$ cat src/rtl/ls_winnower.sv
// ----------------------------------------------------------------------------
// ls_winnower
//
// Receive-side winnowing engine. It takes a stream of symbols in which each
// genuine message symbol is hidden among chaff. The stream is grouped into
// frames of LSLEN symbols, with one frame per genuine symbol. A latin-square
// key, latched when a message starts, gives the slot of the genuine symbol
// in each frame. The recovered MSG_BITS message is presented on a
// valid/ack handshake.
//
// Ports
//   clk         in   rising-edge clock
//   rst_n       in   asynchronous active-low reset
//   start       in   begin a message (only honoured while idle)
//   key_square  in   packed square, entry [r][c] at ((r*LSLEN+c)*LSLENLOG)+:LSLENLOG
//   in_valid    in   stream symbol valid
//   in_data     in   stream symbol (genuine or chaff)
//   in_ready    out  engine accepts a symbol this cycle
//   msg_valid   out  recovered message available
//   msg_data    out  recovered message, symbol k at [k*LSLENLOG +: LSLENLOG]
//   msg_ack     in   consumer takes the message
//   busy        out  engine is loading, receiving or holding a result
// ----------------------------------------------------------------------------
module ls_winnower #(
    parameter int LSLEN    = 16,
    parameter int LSLENLOG = 4,
    parameter int MSG_BITS = 512
) (
    input  logic                               clk,
    input  logic                               rst_n,
    input  logic                               start,
    input  logic [LSLEN*LSLEN*LSLENLOG-1:0]    key_square,
    input  logic                               in_valid,
    input  logic [LSLENLOG-1:0]                in_data,
    output logic                               in_ready,
    output logic                               msg_valid,
    output logic [MSG_BITS-1:0]                msg_data,
    input  logic                               msg_ack,
    output logic                               busy
);

    localparam int NSYM  = MSG_BITS / LSLENLOG;
    localparam int SYMW  = $clog2(NSYM);
    localparam int KIDXW = 2 * LSLENLOG;
    localparam int KEYW  = LSLEN * LSLEN * LSLENLOG;

    typedef enum logic [1:0] {
        S_IDLE,
        S_LOAD,
        S_RECV,
        S_DONE
    } state_t;

    state_t                 state_q;
    logic [KEYW-1:0]        key_q;
    logic [LSLENLOG-1:0]    slot_q;
    logic [SYMW-1:0]        sym_q;
    logic [MSG_BITS-1:0]    msg_q;
    logic                   in_ready_q;
    logic                   msg_valid_q;
    logic                   busy_q;

    logic                   accept;
    logic [KIDXW-1:0]       kidx;
    logic [LSLENLOG-1:0]    key_entry;
    logic                   genuine;
    logic                   slot_wrap;
    logic                   last_accept;
    logic [LSLENLOG-1:0]    slot_d;
    logic [SYMW-1:0]        sym_d;

    always_comb begin
        accept      = in_valid && in_ready_q;
        // Row is (sym/LSLEN)%LSLEN and column sym%LSLEN, so the flat square
        // index is simply sym modulo LSLEN*LSLEN: a width cast does both.
        kidx        = KIDXW'(sym_q);
        key_entry   = key_q[int'(kidx) * LSLENLOG +: LSLENLOG];
        genuine     = (slot_q == key_entry);
        slot_wrap   = (slot_q == LSLENLOG'(LSLEN - 1));
        last_accept = accept && slot_wrap && (sym_q == SYMW'(NSYM - 1));
        // Slot counter is exactly LSLENLOG bits, so it wraps LSLEN-1 -> 0 on its own.
        slot_d      = slot_q + LSLENLOG'(1);
        sym_d       = slot_wrap ? sym_q + SYMW'(1) : sym_q;
    end

    always_ff @(posedge clk or negedge rst_n) begin
        if (!rst_n) begin
            state_q     <= S_IDLE;
            key_q       <= '0;
            slot_q      <= '0;
            sym_q       <= '0;
            msg_q       <= '0;
            in_ready_q  <= 1'b0;
            msg_valid_q <= 1'b0;
            busy_q      <= 1'b0;
        end else begin
            case (state_q)
                S_IDLE: begin
                    if (start) begin
                        state_q <= S_LOAD;
                        busy_q  <= 1'b1;
                    end
                end

                S_LOAD: begin
                    key_q      <= key_square;
                    msg_q      <= '0;
                    slot_q     <= '0;
                    sym_q      <= '0;
                    in_ready_q <= 1'b1;
                    state_q    <= S_RECV;
                end

                S_RECV: begin
                    if (accept) begin
                        if (genuine) begin
                            msg_q[int'(sym_q) * LSLENLOG +: LSLENLOG] <= in_data;
                        end
                        slot_q <= slot_d;
                        sym_q  <= sym_d;
                        if (last_accept) begin
                            in_ready_q  <= 1'b0;
                            msg_valid_q <= 1'b1;
                            state_q     <= S_DONE;
                        end
                    end
                end

                S_DONE: begin
                    if (msg_ack) begin
                        msg_valid_q <= 1'b0;
                        busy_q      <= 1'b0;
                        state_q     <= S_IDLE;
                    end
                end

                default: begin
                    state_q     <= S_IDLE;
                    in_ready_q  <= 1'b0;
                    msg_valid_q <= 1'b0;
                    busy_q      <= 1'b0;
                end
            endcase
        end
    end

    assign in_ready  = in_ready_q;
    assign msg_valid = msg_valid_q;
    assign msg_data  = msg_q;
    assign busy      = busy_q;

endmodule
$ cat config.mk
export PLATFORM = sky130hd
export DESIGN_NAME = ls_winnower
export DESIGN_NICKNAME = d
export VERILOG_FILES = /design/src/rtl/ls_winnower.sv
export SDC_FILE = /design/constraint.sdc
export NUM_CORES = 2
export LEC_CHECK = 0
export CAP_MARGIN = 30
export CELL_PAD_IN_SITES_DETAIL_PLACEMENT = 1
export CELL_PAD_IN_SITES_GLOBAL_PLACEMENT = 2
export CORE_AREA = 2 2 597 599
export DETAILED_ROUTE_END_ITERATION = 16
export DIE_AREA = 0 0 599 601
export DONT_BUFFER_PORTS = 1
export GPL_TIMING_DRIVEN = 0
export HOLD_SLACK_MARGIN = 0.06
export PLACE_DENSITY_LB_ADDON = 0.25
export REMOVE_ABC_BUFFERS = 1
export SLEW_MARGIN = 20
export SYNTH_ARGS = -nofsm -noshare
export SYNTH_HDL_FRONTEND = slang
export SYNTH_SLANG_ARGS = --single-unit
$ cat constraint.sdc
create_clock -name clk -period 10.3 [get_ports clk]
set_clock_uncertainty 0.2 [all_clocks]
set_input_delay 1.03 -clock clk [delete_from_list [all_inputs] [get_ports clk]]
set_output_delay 1.03 -clock clk [all_outputs]
set_load 0.02 [all_outputs]
==> Implementation_results.wiki <==
{| class="wikitable"
! Metric !! Value
|-
| Status || finished, final reports clean
|-
| R2r endpoint || msg_data[435]
|-
| Slew of the pin with the lowest slew margin || 1.020 ns
|-
| DIE AREA || 360000 um^2
|-
| Mean routed wirelength per cell || 28.20 um
|-
| Number of failing setup endpoints in the final timing report || 0
|-
| DPL Wire Length || 184700 um
|-
| Fraction of synthesis flops using an asynchronous set or reset pin || 100.0%
|-
| Critical Path Source Type || flop
|-
| Die Y-Extent || between 600 and 700 um
|-
| Hold depth || 1
|-
| Min-delay worst type || input pin to flop
|-
| CTS buffer count || roughly 150
|-
| Initial antenna violation count || 126
|-
| Final standard cell utilization of the core || ~17%
|-
| Fraction of layout instances using a drive strength above 1 || around 28%
|-
| GRT Util Overall || a little over an eighth
|-
| Detailed-route DRC error count || 0
|-
| Number of buffers inserted for hold repair after clock tree synthesis || approximately 270
|-
| Total vias in the final route || 32190
|-
| Synthesis Warnings || 0
|-
| Post-CTS resize count || 0
|-
| First drt pass iteration count || 5
|-
| CP required || approximately 11 ns
|-
| Num rows || approximately 220
|-
| Part of the cycle the worst path needs || slightly below 70%
|-
| Max H-tree Level || 4
|-
| Post-synth cell types || between 60 and 70
|-
| Hold worst-path end || key_q[438]
|-
| Weighted congestion reported at the end of routability-driven placement || ~0.78
|-
| Core Footprint || around 350000 um^2
|-
| Max-cap violation count || 0
|-
| Total power divided by cell area || between 200 and 300 nW/um^2
|-
| Clock Latency Late Sink || approximately 0.85 ns
|-
| Most common cell after layout, fill and taps aside || dfrtp_1
|-
| Start-to-end type of the worst setup path || flop to flop
|-
| Highest-count cells in the layout ignoring fill and taps || dfrtp_1 (1034), mux2_2 (528), o21ai_0 (307)
|-
| Mapped Avg Cell Area || 13.34 um^2
|-
| CTS tree || done
|-
| Crit path max fanout || 38
|-
| Most common flop cell mapped by yosys || dfrtp_1
|-
| Post-Synthesis Cells || 3357
|-
| Register bit count reported by yosys || 1040
|-
| Highest clock frequency the design can meet || roughly 140 MHz
|-
| Mapped Area || 44780 um^2
|-
| Buffer count from post-CTS setup fixing || 0
|-
| Final count of pins violating max slew || 0
|-
| Sum of overflow across all layers after global routing || 0
|-
| Maximum count of clock buffers along a single path || 4
|-
| Endpoint kind of the worst setup timing path || flop
|-
| Post-synthesis sequential area ratio || 58.11%
|-
| Hold Path Origin || key_square[438]
|-
| Worst hold slack || 0.1520 ns
|-
| Cells on worst reg2reg path || 16
|-
| Number of nets with antenna violations after routing || 0
|-
| Total Nets Final || around 4700
|-
| Post-layout min period || around 7 ns
|-
| Arrival time of data at the critical path endpoint || 7.50 ns
|-
| Critical register-to-register path startpoint || sym_q[0]
|-
| Reg2Reg Setup Slack || around 3.3 ns
|-
| Number of global-route vias before repair || 35060
|-
| Count of flip-flops with a built-in enable after synthesis || 0
|-
| Number of sinks handled by clock tree synthesis || roughly 1000
|-
| Global-route wire length before repair || approximately 330000 um
|-
| Layout area overhead || 33.16%
|-
| Average vias per placed instance || 3.763
|-
| Width of the die || 599 um
|-
| Worst IR drop on VDD || ~0.16 mV
|-
| Setup TNS || 0 ns
|-
| Clk pin slew, worst setup/hold paths || ~0.06 ns
|-
| Initial Util || 12.65%
|-
| Top-level I/O count || around 1500
|-
| Post-detailed-routing wire length || approximately 240000 um
|-
| Pin count of the biggest net entering global routing || 153
|-
| Number of buffers inserted by port buffering || 0
|-
| RSZ-0062 raised after global routing || no
|-
| Root buffer cell || clkbuf_16
|-
| Headroom to the max-slew limit || a little under a third
|-
| Hold Vio Cnt, Final || 0
|-
| Starting DRC count in detailed routing || 1586
|-
| Static Leak || 0.02265 uW
|}
==> sequential cells by signal, summed over array words and instances (netlist names) <==
signal     flops
key_q        512
msg_data     512
sym_q          7
slot_q         4
state_q        2
busy           1
in_ready       1
msg_valid      1
==> metal layers <==
metal | share of wire, % | track usage (%) | up-vias | wire length, um
li1 | - | - | 13420 | -
met1 | 38 | 14.57 | 17090 | 92440
met2 | 50 | 22.80 | 1177 | 119400
met3 | 9.0 | 5.118 | 412 | 21710
met4 | 2.9 | 3.474 | 86 | 7095
met5 | 0.23 | 0 | - | 551
==> per-stage QoR <==
stage / total power (uW) / instances / cell area [um^2] / setup slack [ns]
6_report: 15260 / 8553 / 59630 / 3.301
5_1_grt: 16140 / 8520 / 59550 / 2.830
3_3_place_gp: 9716 / 7868 / 49600 / -32.39
3_5_place_dp: 10200 / 7970 / 51980 / 2.979
4_1_cts: 15620 / 8492 / 59470 / 2.929
2_1_floorplan: 9015 / 3117 / 43660 / -11.38
==> layout make-up <==
cell class,instances,area [um^2]
diodes,59,147.6
clock buffers,210,4184
clock inverters,39,555.5
fillers,39860,294400
inverters,19,85.08
multi-input cells,2058,17870
flip-flops and latches,1040,26040
well taps,4751,5944
repair buffers,377,4805
==> cells by family (layout without fill, tap and decap cells) <==
kind of cell	Yosys count	in the layout	synth area share [%]
AO/OA/AOI/OAI	955	955	14.88
XOR/XNOR	9	9	0.1760
adder cells (fa/ha/maj)	9	9	0.2515
buffers and inverters	259	645	2.668
flip-flops	1040	1040	58.11
multiplexers	687	687	19.65
other	0	59	0
AND/OR/NAND/NOR	398	398	4.261
==> where the power goes <==
group / total [uW] / switching [uW] / internal, uW / leakage, uW
clock network: 5150 / 2100 / 3050 / 0.00231
registers: 5780 / 616 / 5160 / 0.0134
logic: 4330 / 2130 / 2210 / 0.00697
total: 15300 / 4840 / 10400 / 0.0226
==> worst max path at each step <==
stage | startpoint | to | cells after the start
final | sym_q[0] | msg_data[435] | 16
after global routing | sym_q[0] | msg_data[465] | 16
after CTS | sym_q[0] | msg_data[435] | 16
after detailed placement | sym_q[0] | msg_data[438] | 13
after global placement | state_q[1] | msg_data[411] | 6
after floorplan | state_q[1] | msg_data[248] | 6
==> synthesized netlist by cell type, types with 4 or more instances <==
library cell  count  area, um^2
nand4_4           4       85.08
and2_1           21       131.4
buf_2            52       260.3
mux2_2          528        5946
nand3_1          11       55.05
buf_6            17       191.4
a21o_1           17       127.6
xnor2_1           8       70.07
nor2_1          138       518.0
clkbuf_1        141       529.3
nand2b_1         11       68.82
o221ai_1          9       78.83
nand4_1           5       31.28
mux4_2          101        2275
nor3_1           16       80.08
mux2i_1          58       580.6
o22ai_2          16       200.2
a221oi_1          6       52.55
or3_1             4       25.02
a211oi_1          8       60.06
clkinv_1          4       15.01
o21ai_1          83       415.4
nor3_2            4       40.04
and3_1            7       43.79
inv_1            13       48.80
nand3b_1          5       37.54
buf_4             5       37.54
o21ai_0         307        1536
ha_1              9       112.6
a22oi_1          16       120.1
nand4_2           5       62.56
nor2b_1           8       50.05
o22ai_1          68       425.4
or2_2             4       25.02
a32o_1          141        1411
a22o_1          113       989.7
buf_1            24       90.09
dfrtp_1        1040       26020
a21oi_1          65       325.3
nor4_1            7       43.79
nand2_1         137       514.2
o2bb2ai_1        76       665.6
==> critical path: stages (launching register included) <==
cell and delay [ns]:
dfrtp_4 0.79, buf_16 0.28, buf_16 0.24, buf_16 0.27
buf_16 0.27, mux2i_1 0.37, o221ai_1 0.33, a221oi_1 0.79
a311oi_2 0.22, nor4_2 0.46, xor2_1 0.40, and4_4 0.64
buf_16 0.32, nand4_1 0.38, buf_6 0.31, buf_8 0.16
o21ai_0 0.16
Note: power is estimated with default switching activity, not from simulation.
